--- config.mk ---
export PLATFORM = sky130hd
export DESIGN_NAME = zynet_cfg_loader_flat
export DESIGN_NICKNAME = d
export VERILOG_FILES = /design/src/rtl/zynet_cfg_loader_if.sv /design/src/rtl/zynet_cfg_loader.sv /design/src/flat_wrapper.sv
export SDC_FILE = /design/constraint.sdc
export NUM_CORES = 1
export LEC_CHECK = 0
export ABC_CLOCK_PERIOD_IN_PS = 2900
export CAP_MARGIN = 10
export CORE_MARGIN = 2
export CORE_UTILIZATION = 48
export CTS_CLUSTER_DIAMETER = 200
export DETAILED_ROUTE_END_ITERATION = 8
export PLACE_DENSITY = 0.82
export SLEW_MARGIN = 40
export SYNTH_ARGS = -nofsm -noshare
export SYNTH_HDL_FRONTEND = slang
export SYNTH_SLANG_ARGS = --single-unit
--- constraint.sdc ---
create_clock -name s_axi_aclk -period 2.9 [get_ports s_axi_aclk]
set_input_delay 0.87 -clock s_axi_aclk [delete_from_list [all_inputs] [get_ports s_axi_aclk]]
set_output_delay 0.87 -clock s_axi_aclk [all_outputs]
set_load 0.05 [all_outputs]
--- src/rtl/zynet_cfg_loader_if.sv ---
// AXI4-Lite write-only channel bundle between the config loader (master)
// and the zyNet register slave.
interface zynet_cfg_loader_if;
   logic [31:0] awaddr;
   logic [2:0]  awprot;
   logic        awvalid;
   logic        awready;
   logic [31:0] wdata;
   logic [3:0]  wstrb;
   logic        wvalid;
   logic        wready;
   logic [1:0]  bresp;
   logic        bvalid;
   logic        bready;

   modport master (
      output awaddr, awprot, awvalid, wdata, wstrb, wvalid, bready,
      input  awready, wready, bresp, bvalid
   );

   modport slave (
      input  awaddr, awprot, awvalid, wdata, wstrb, wvalid, bready,
      output awready, wready, bresp, bvalid
   );
endinterface

--- src/rtl/zynet_cfg_loader.sv ---
// Autonomous zyNet configuration sequencer: walks the weight/bias ROM and
// issues soft-reset, layer, neuron, weight and bias writes over AXI4-Lite.
module zynet_cfg_loader #(
   parameter int                       NUM_LAYERS    = 4,
   parameter int                       DATA_WIDTH    = 16,
   parameter int                       ROM_AW        = 16,
   parameter logic [8*NUM_LAYERS-1:0]  LAYER_NEURONS = {8'd10, 8'd10, 8'd30, 8'd30},
   parameter logic [10*NUM_LAYERS-1:0] LAYER_WEIGHTS = {10'd10, 10'd30, 10'd30, 10'd784}
) (
   input  logic                  s_axi_aclk,
   input  logic                  s_axi_aresetn,
   input  logic                  start,
   output logic                  busy,
   output logic                  done,
   output logic                  err,
   output logic [ROM_AW-1:0]     rom_addr,
   input  logic [DATA_WIDTH-1:0] rom_data,
   zynet_cfg_loader_if.master    m_axi
);

   localparam int LW = (NUM_LAYERS > 1) ? $clog2(NUM_LAYERS) : 1;

   typedef enum logic [2:0] {S_IDLE, S_FETCH, S_LATCH, S_WRITE, S_RESP, S_DONE} state_t;
   typedef enum logic [2:0] {P_SRST, P_LAYER, P_NEURON, P_WEIGHT, P_BIAS} phase_t;

   state_t                state_q, state_d;
   phase_t                phase_q, phase_d;
   logic [LW-1:0]         layer_q, layer_d;
   logic [7:0]            neuron_q, neuron_d;
   logic [9:0]            weight_q, weight_d;
   logic [ROM_AW-1:0]     rom_addr_q, rom_addr_d;
   logic [DATA_WIDTH-1:0] rom_word_q, rom_word_d;
   logic                  err_q, err_d;
   logic                  awvalid_q, awvalid_d;
   logic                  wvalid_q, wvalid_d;
   logic                  aw_done_q, aw_done_d;
   logic                  w_done_q, w_done_d;
   logic                  launch;
   logic                  aw_hs, w_hs;
   logic [31:0]           awaddr_mux, wdata_mux;

   logic [7:0] neurons_cfg [NUM_LAYERS];
   logic [9:0] weights_cfg [NUM_LAYERS];

   for (genvar gi = 0; gi < NUM_LAYERS; gi++) begin : g_cfg
      assign neurons_cfg[gi] = LAYER_NEURONS[8*gi +: 8];
      assign weights_cfg[gi] = LAYER_WEIGHTS[10*gi +: 10];
   end

   assign aw_hs = awvalid_q & m_axi.awready;
   assign w_hs  = wvalid_q  & m_axi.wready;

   always_ff @(posedge s_axi_aclk) begin
      if (!s_axi_aresetn) begin
         state_q    <= S_IDLE;
         phase_q    <= P_SRST;
         layer_q    <= '0;
         neuron_q   <= '0;
         weight_q   <= '0;
         rom_addr_q <= '0;
         rom_word_q <= '0;
         err_q      <= 1'b0;
         awvalid_q  <= 1'b0;
         wvalid_q   <= 1'b0;
         aw_done_q  <= 1'b0;
         w_done_q   <= 1'b0;
      end else begin
         state_q    <= state_d;
         phase_q    <= phase_d;
         layer_q    <= layer_d;
         neuron_q   <= neuron_d;
         weight_q   <= weight_d;
         rom_addr_q <= rom_addr_d;
         rom_word_q <= rom_word_d;
         err_q      <= err_d;
         awvalid_q  <= awvalid_d;
         wvalid_q   <= wvalid_d;
         aw_done_q  <= aw_done_d;
         w_done_q   <= w_done_d;
      end
   end

   always_comb begin
      state_d    = state_q;
      phase_d    = phase_q;
      layer_d    = layer_q;
      neuron_d   = neuron_q;
      weight_d   = weight_q;
      rom_addr_d = rom_addr_q;
      rom_word_d = rom_word_q;
      err_d      = err_q;
      awvalid_d  = awvalid_q;
      wvalid_d   = wvalid_q;
      aw_done_d  = aw_done_q;
      w_done_d   = w_done_q;
      launch     = 1'b0;

      unique case (state_q)
         S_IDLE: begin
            if (start) begin
               err_d      = 1'b0;
               layer_d    = '0;
               neuron_d   = '0;
               weight_d   = '0;
               rom_addr_d = '0;
               phase_d    = P_SRST;
               launch     = 1'b1;
            end
         end
         S_FETCH: state_d = S_LATCH;
         S_LATCH: begin
            rom_word_d = rom_data;
            launch     = 1'b1;
         end
         S_WRITE: begin
            // AW and W retire independently; leave only once both have landed
            if (aw_hs) begin
               awvalid_d = 1'b0;
               aw_done_d = 1'b1;
            end
            if (w_hs) begin
               wvalid_d = 1'b0;
               w_done_d = 1'b1;
            end
            if ((aw_done_q || aw_hs) && (w_done_q || w_hs)) state_d = S_RESP;
         end
         S_RESP: begin
            if (m_axi.bvalid) begin
               err_d = err_q | (m_axi.bresp != 2'b00);
               unique case (phase_q)
                  P_SRST: begin
                     phase_d = P_LAYER;
                     launch  = 1'b1;
                  end
                  P_LAYER: begin
                     phase_d  = P_NEURON;
                     neuron_d = '0;
                     launch   = 1'b1;
                  end
                  P_NEURON: begin
                     phase_d  = P_WEIGHT;
                     weight_d = '0;
                     state_d  = S_FETCH;
                  end
                  P_WEIGHT: begin
                     rom_addr_d = rom_addr_q + ROM_AW'(1);
                     state_d    = S_FETCH;
                     if (weight_q == weights_cfg[layer_q] - 10'd1) phase_d = P_BIAS;
                     else weight_d = weight_q + 10'd1;
                  end
                  P_BIAS: begin
                     rom_addr_d = rom_addr_q + ROM_AW'(1);
                     if (neuron_q != neurons_cfg[layer_q] - 8'd1) begin
                        neuron_d = neuron_q + 8'd1;
                        phase_d  = P_NEURON;
                        launch   = 1'b1;
                     end else if (layer_q != LW'(NUM_LAYERS - 1)) begin
                        layer_d = layer_q + LW'(1);
                        phase_d = P_LAYER;
                        launch  = 1'b1;
                     end else begin
                        state_d = S_DONE;
                     end
                  end
                  default: state_d = S_IDLE;
               endcase
            end
         end
         S_DONE:  state_d = S_IDLE;
         default: state_d = S_IDLE;
      endcase

      if (launch) begin
         state_d   = S_WRITE;
         awvalid_d = 1'b1;
         wvalid_d  = 1'b1;
         aw_done_d = 1'b0;
         w_done_d  = 1'b0;
      end
   end

   // Address and data derive from registers that only move in RESP, so both
   // stay stable for the whole time the valids are up.
   always_comb begin
      awaddr_mux = 32'd0;
      wdata_mux  = 32'd0;
      case (phase_q)
         P_SRST:   begin awaddr_mux = 32'd28; wdata_mux = 32'd0;                   end
         P_LAYER:  begin awaddr_mux = 32'd12; wdata_mux = 32'(layer_q) + 32'd1;    end
         P_NEURON: begin awaddr_mux = 32'd16; wdata_mux = 32'(neuron_q);           end
         P_WEIGHT: begin awaddr_mux = 32'd0;  wdata_mux = 32'(rom_word_q);         end
         P_BIAS:   begin awaddr_mux = 32'd4;  wdata_mux = 32'(rom_word_q);         end
         default:  begin awaddr_mux = 32'd0;  wdata_mux = 32'd0;                   end
      endcase
   end

   assign m_axi.awaddr  = awaddr_mux;
   assign m_axi.awprot  = 3'b000;
   assign m_axi.awvalid = awvalid_q;
   assign m_axi.wdata   = wdata_mux;
   assign m_axi.wstrb   = 4'hF;
   assign m_axi.wvalid  = wvalid_q;
   assign m_axi.bready  = (state_q == S_RESP);

   assign busy     = (state_q == S_FETCH) || (state_q == S_LATCH) ||
                     (state_q == S_WRITE) || (state_q == S_RESP);
   assign done     = (state_q == S_DONE);
   assign err      = err_q;
   assign rom_addr = rom_addr_q;

endmodule
--- src/flat_wrapper.sv ---
// flat-port wrapper written by rule: the top's interface ports become plain ports
module zynet_cfg_loader_flat 
#(
   parameter int                       NUM_LAYERS    = 4,
   parameter int                       DATA_WIDTH    = 16,
   parameter int                       ROM_AW        = 16,
   parameter logic [8*NUM_LAYERS-1:0]  LAYER_NEURONS = {8'd10, 8'd10, 8'd30, 8'd30},
   parameter logic [10*NUM_LAYERS-1:0] LAYER_WEIGHTS = {10'd10, 10'd30, 10'd30, 10'd784}
)
  (s_axi_aclk, s_axi_aresetn, start, busy, done, err, rom_addr, rom_data, m_axi_awaddr, m_axi_awprot, m_axi_awvalid, m_axi_wdata, m_axi_wstrb, m_axi_wvalid, m_axi_bready, m_axi_awready, m_axi_wready, m_axi_bresp, m_axi_bvalid);
  zynet_cfg_loader_if m_axi_i ();
  input  logic s_axi_aclk;
  input  logic s_axi_aresetn;
  input  logic start;
  output logic busy;
  output logic done;
  output logic err;
  output logic [ROM_AW-1:0] rom_addr;
  input  logic [DATA_WIDTH-1:0] rom_data;
  output wire logic [$bits(m_axi_i.awaddr)-1:0] m_axi_awaddr;
  output wire logic [$bits(m_axi_i.awprot)-1:0] m_axi_awprot;
  output wire logic [$bits(m_axi_i.awvalid)-1:0] m_axi_awvalid;
  output wire logic [$bits(m_axi_i.wdata)-1:0] m_axi_wdata;
  output wire logic [$bits(m_axi_i.wstrb)-1:0] m_axi_wstrb;
  output wire logic [$bits(m_axi_i.wvalid)-1:0] m_axi_wvalid;
  output wire logic [$bits(m_axi_i.bready)-1:0] m_axi_bready;
  input wire logic [$bits(m_axi_i.awready)-1:0] m_axi_awready;
  input wire logic [$bits(m_axi_i.wready)-1:0] m_axi_wready;
  input wire logic [$bits(m_axi_i.bresp)-1:0] m_axi_bresp;
  input wire logic [$bits(m_axi_i.bvalid)-1:0] m_axi_bvalid;
  assign m_axi_awaddr = m_axi_i.awaddr;
  assign m_axi_awprot = m_axi_i.awprot;
  assign m_axi_awvalid = m_axi_i.awvalid;
  assign m_axi_wdata = m_axi_i.wdata;
  assign m_axi_wstrb = m_axi_i.wstrb;
  assign m_axi_wvalid = m_axi_i.wvalid;
  assign m_axi_bready = m_axi_i.bready;
  assign m_axi_i.awready = m_axi_awready;
  assign m_axi_i.wready = m_axi_wready;
  assign m_axi_i.bresp = m_axi_bresp;
  assign m_axi_i.bvalid = m_axi_bvalid;
  zynet_cfg_loader #(.NUM_LAYERS(NUM_LAYERS), .DATA_WIDTH(DATA_WIDTH), .ROM_AW(ROM_AW), .LAYER_NEURONS(LAYER_NEURONS), .LAYER_WEIGHTS(LAYER_WEIGHTS)) u_core (.s_axi_aclk(s_axi_aclk), .s_axi_aresetn(s_axi_aresetn), .start(start), .busy(busy), .done(done), .err(err), .rom_addr(rom_addr), .rom_data(rom_data), .m_axi(m_axi_i));
endmodule
======== After elaboration in Yosys (flattened, before gate mapping) ========
Cells that the tools add are included.
Widths: inputs -> output; s select.
storage, ports and cells
  register bits after elaboration ......... 63
  bits of input ports ..................... 24
  output and inout port bits .............. 93
  word-level logic and storage cells ...... 149
cells by class
  $add $sub $neg .......................... 7
  order comparisons ....................... 1
  eq/ne operators ......................... 35
  muxes and demuxes ....................... 57
  bitwise logic cells ..................... 6
  reductions and logical operators ........ 30
operator list
  operator               count
  $pmux 32 s3            1
  $mux 10                5
  $mux 16                3
  $mux 8                 5
  $pmux 10 s2            2
  $pmux 16 s2            1
  $pmux 8 s2             2
  $mux 3                 9
  $reduce_and 6->1       4
  $bmux 10 s2            1
  $pmux 5 s4             1
  $add 16x1->16 const B  1
  $bmux 8 s2             1
  $pmux 3 s5             1
  $eq 3x2->1 const B     4
  $mux 1                 12
  $mux 2                 6
  $ne 3x1->1 const B     4
  $pmux 3 s4             1
  $add 10x1->10 const B  1
  $eq 10x10->1           1
  $ne 2x1->1 const B     5
  $ne 2x2->1 const B     5
  $reduce_and 5->1       2
  31 further kinds       58

======== Logic depth before layout (Yosys ltp) ========
  word-level depth ........................ 12
  gate-level depth with buffers ........... 10
  gate-level depth less buffers ........... 8

======== Worst setup path after synthesis ========
Ideal clock, no wire load.
  path kind ............................... register -> output
  start ................................... register u_core.phase_q[1]
  end ..................................... output port m_axi_wdata[0]
  arrival ................................. 2.022 ns
  required time ........................... 2.030 ns
  path slack .............................. 0.008 ns
  stages on the path, launching flop included .. 5
  buffers on the path ..................... 1
  path through ............................ dfxtp_1 -> clkbuf_1 -> nor2b_1 -> a22oi_1 -> o21ai_0
between the ends
  word-level cells in the longest chain between the ends .. 3
  elaborated cells between the ends (all ways) .. 6
  classes of those cells .................. 4 x eq/ne; 1 x mux; 1 x reduce/logical
RTL lines
  element                                   RTL line                 source
  from (decl)                               zynet_cfg_loader.sv:27   phase_t phase_q, phase_d;
  from (signal assigned)                    zynet_cfg_loader.sv:69   phase_q <= phase_d;
  $eq 3x2->1 or $eq 3x3->1 (tied branches)  zynet_cfg_loader.sv:187  case (phase_q)
  $reduce_or 2->1 (no line)                 --
  $pmux 32 s3 *                             zynet_cfg_loader.sv:187
  to (decl)                                 flat_wrapper.sv:23       output wire logic [$bits(m_axi_i.wdata)-1:0] m_axi_wdata;
Every way passes the cells marked *; elsewhere a longest branch is shown, timed or not.

======== Worst setup path after layout ========
  start ................................... register u_core.phase_q[0]
  end ..................................... output port m_axi_wdata[3]
The elaborated chain is that of the path after synthesis.

==> qor.yml <==
crit_type: "reg2out"
synth_top_family_by_area: "simple AND/OR/NAND/NOR gates"
synth_compound_area_share_pct: 19.3
hp-class: "reg2reg"
cts_tree: "yes"
grt_pass1_wl_um: 15000
cts_buffers: 9
power_density_nw_per_um2: 418
synthCells: 485
clkLatencyLatePin_ns: 0.35
synth_commonest_cells: "67 x nand2_1, 63 x dfxtp_1, 54 x buf_4"
clkSinkCount: 63
relSlewSlack_pct: 65.0
cp_data_arrival_time_ns: 1.92
wl_per_cell_um: 13.5
post-synth-top-count-cell: "nand2_1"
p_leak_nw: 1.75
fmax_ghz: 0.359
grt_max_degree: 20
synthAdderAreaFrac_pct: 2.62
rows: 32
place_inst: 645
syn_avg_cell_area_um2: 7.88
cap_violations: 0
r2r_slack_ns: 0.55
synth_top_area_share_pct: 33.0
endpoint: "m_axi_wdata[3]"
finalPower_mw: 1.98
start_util_pct: 49.4
synthMuxAreaShare_pct: 1.31
clockBufferDepth: 2
via_per_inst: 5.31
drt_wl_total_um: 8950
synth_cell_types: 61
skew_ns: 0.00668
die_y_um: 93.2
instances_no_fill: 661
final_hold_viol_count: 0
async_flop_share_pct: 0
overflow: 0
setup_viol: 0
ys_ff_latch: 63
synth_area_leaders: "dfxtp_1 33%, buf_4 11%, nand2_1 6.6%"
antenna_found_initial: 0
rsz0062_at_grt: "false"
drtIter0Drc: 112
drive_above_1_share_pct: 12.2
die_w_um: 93.2
rr_endpoint: "u_core.weight_q[1]"
fin_crit_sh_pct: 96.1
synthXorXnorAreaFrac_pct: 4.13
port_buffers: 64
synth_flop_cell: "dfxtp_1"
track_usage_pct: 21.3
ys_seq_area_share_pct: 33.0
syn2layout_area_growth_pct: 23.9
ios: 117
diodes: 0
grt_pass1_vias: 3254
core_um2: 7730
r2r_start: "u_core.layer_q[1]"
hold_slack_ns: 0.453
post-route-drc-count: 0
tightestPinTransition_ns: 0.524
nets: 586
outcome: "finished, final reports clean"
dp_hpwl_um: 6890
drt-pass1-iter-count: 5
yosysWarnings: 0
vdd.ir_drop.worst_mv: 0.322
antenna_left: 0
netlist_area_um2: 3820
min_period_ns: 2.79
path_clk_slew_ns: 0.07
hp-start: "u_core.rom_word_q[13]"
startpoint: "u_core.phase_q[0]"
die_area_um2: 8690
tns_ns: 0
synth_edf_count: 0
critPathMaxFanout: 10
drv_slew: 0
gp_congestion: 0.884
r2r_cells: 8
netlist.top_cell.by_area: "dfxtp_1"
startpoint_type: "flop"
root_buffer: "clkbuf_8"
htreeDepth: 3
synth-simple-area-share_pct: 24.9
dr_total_vias: 3507
fillCellCount: 660
cp.required_ns: 2.03
cp-end-kind: "output pin"
## per-layer routing
layer	wire [um]	vias up	global-route usage, %	share of wire (%)
met5	0	-	0	0
met3	725	20	7.82	8.1
met1	3660	1618	25.2	41
met2	4430	154	35.6	49
met4	137	0	7.23	1.5
li1	-	1715	-	-
## cells in the final DEF (no fill, tap or decap), drive strengths merged, types with 3 or more instances in the layout
master,synthesis,final
and2,12,12
a22o,5,5
nand2b,3,3
mux2i,5,5
a21oi,45,45
ha,8,8
nor4,5,5
o2111ai,4,4
o21ai,27,27
nor2,39,39
clkinv,0,3
nor2b,3,3
xnor2,13,13
o21a,4,4
inv,18,18
a22oi,3,3
xor2,5,5
clkdlybuf4s50,0,46
or3,10,10
nor3,8,8
clkbuf,12,11
o31ai,4,4
nand4,7,7
dfxtp,63,63
a31oi,4,4
o211ai,4,4
or4,3,3
nand3,14,14
conb,2,52
nand2,69,69
and3,6,6
buf,59,32
## state kept, by name (all words and copies together) (netlist names)
name and cells:
u_core.rom_word_q 16, u_core.m_axi.awvalid 1, u_core.neuron_q 8, u_core.m_axi.wvalid 1, u_core.w_done_q 1, u_core.weight_q 10, u_core.aw_done_q 1, u_core.err 1
u_core.rom_addr 16, u_core.state_q 3, u_core.layer_q 2, u_core.phase_q 3
## area by class of cell
cell class	instances	area, um2	share of cell area, %
clock buffer	11	141	2.99
clock inverter	5	33.8	0.714
inverter	18	67.6	1.43
multi-input combinational	383	2190	46.3
sequential	63	1260	26.6
tap	102	128	2.70
timing repair buffer	79	910	19.2
## timing repair
item	CTS	global route
resized for setup	2	1
cloned	0	0
hold buffers	0	0
setup buffers	0	0
setup endpoints to repair	13	1
## per-stage QoR
stage / cell area, um2 / worst slack, ns / util [%]
3_5_place_dp: 4560 / 0.123 / 59.0
6_report: 4730 / 0.114 / 61.3
3_3_place_gp: 4560 / 0.183 / 59.0
4_1_cts: 4730 / 0.0688 / 61.3
2_1_floorplan: 4010 / 0.00773 / -
5_1_grt: 4730 / 0.00968 / 61.3
## cells by family after synthesis
family | after synthesis
AND/OR/NAND/NOR | 190
AO/OA/AOI/OAI | 110
XOR/XNOR | 18
multiplexers | 5
buffers and inverters | 89
flip-flops | 63
other | 2
adder cells (fa/ha/maj) | 8
## worst max-delay path: stages, from the launching register on
cell and delay (ns):
dfxtp_1 0.32, or3b_1 0.47, nand2_2 0.24, buf_4 0.18, a22o_1 0.20, buf_12 0.15
## where the power goes
part	switching [mW]	total (mW)	internal, mW
combinational	0.282	0.375	0.0926
clock	0.357	0.689	0.332
sequential	0.0241	0.916	0.892
## worst min-delay path by stage
stage,endpoint,slack (ns),depth (start not counted)
finish,u_core.rom_word_q[13],0.45,2
global route,u_core.rom_word_q[13],0.48,2
CTS,u_core.rom_word_q[13],0.45,2
detailed placement,u_core.rom_word_q[13],0.44,2
global placement,u_core.err,0.44,2
floorplan,u_core.rom_word_q[10],0.43,2
Note: power is estimated with default switching activity, not from simulation.
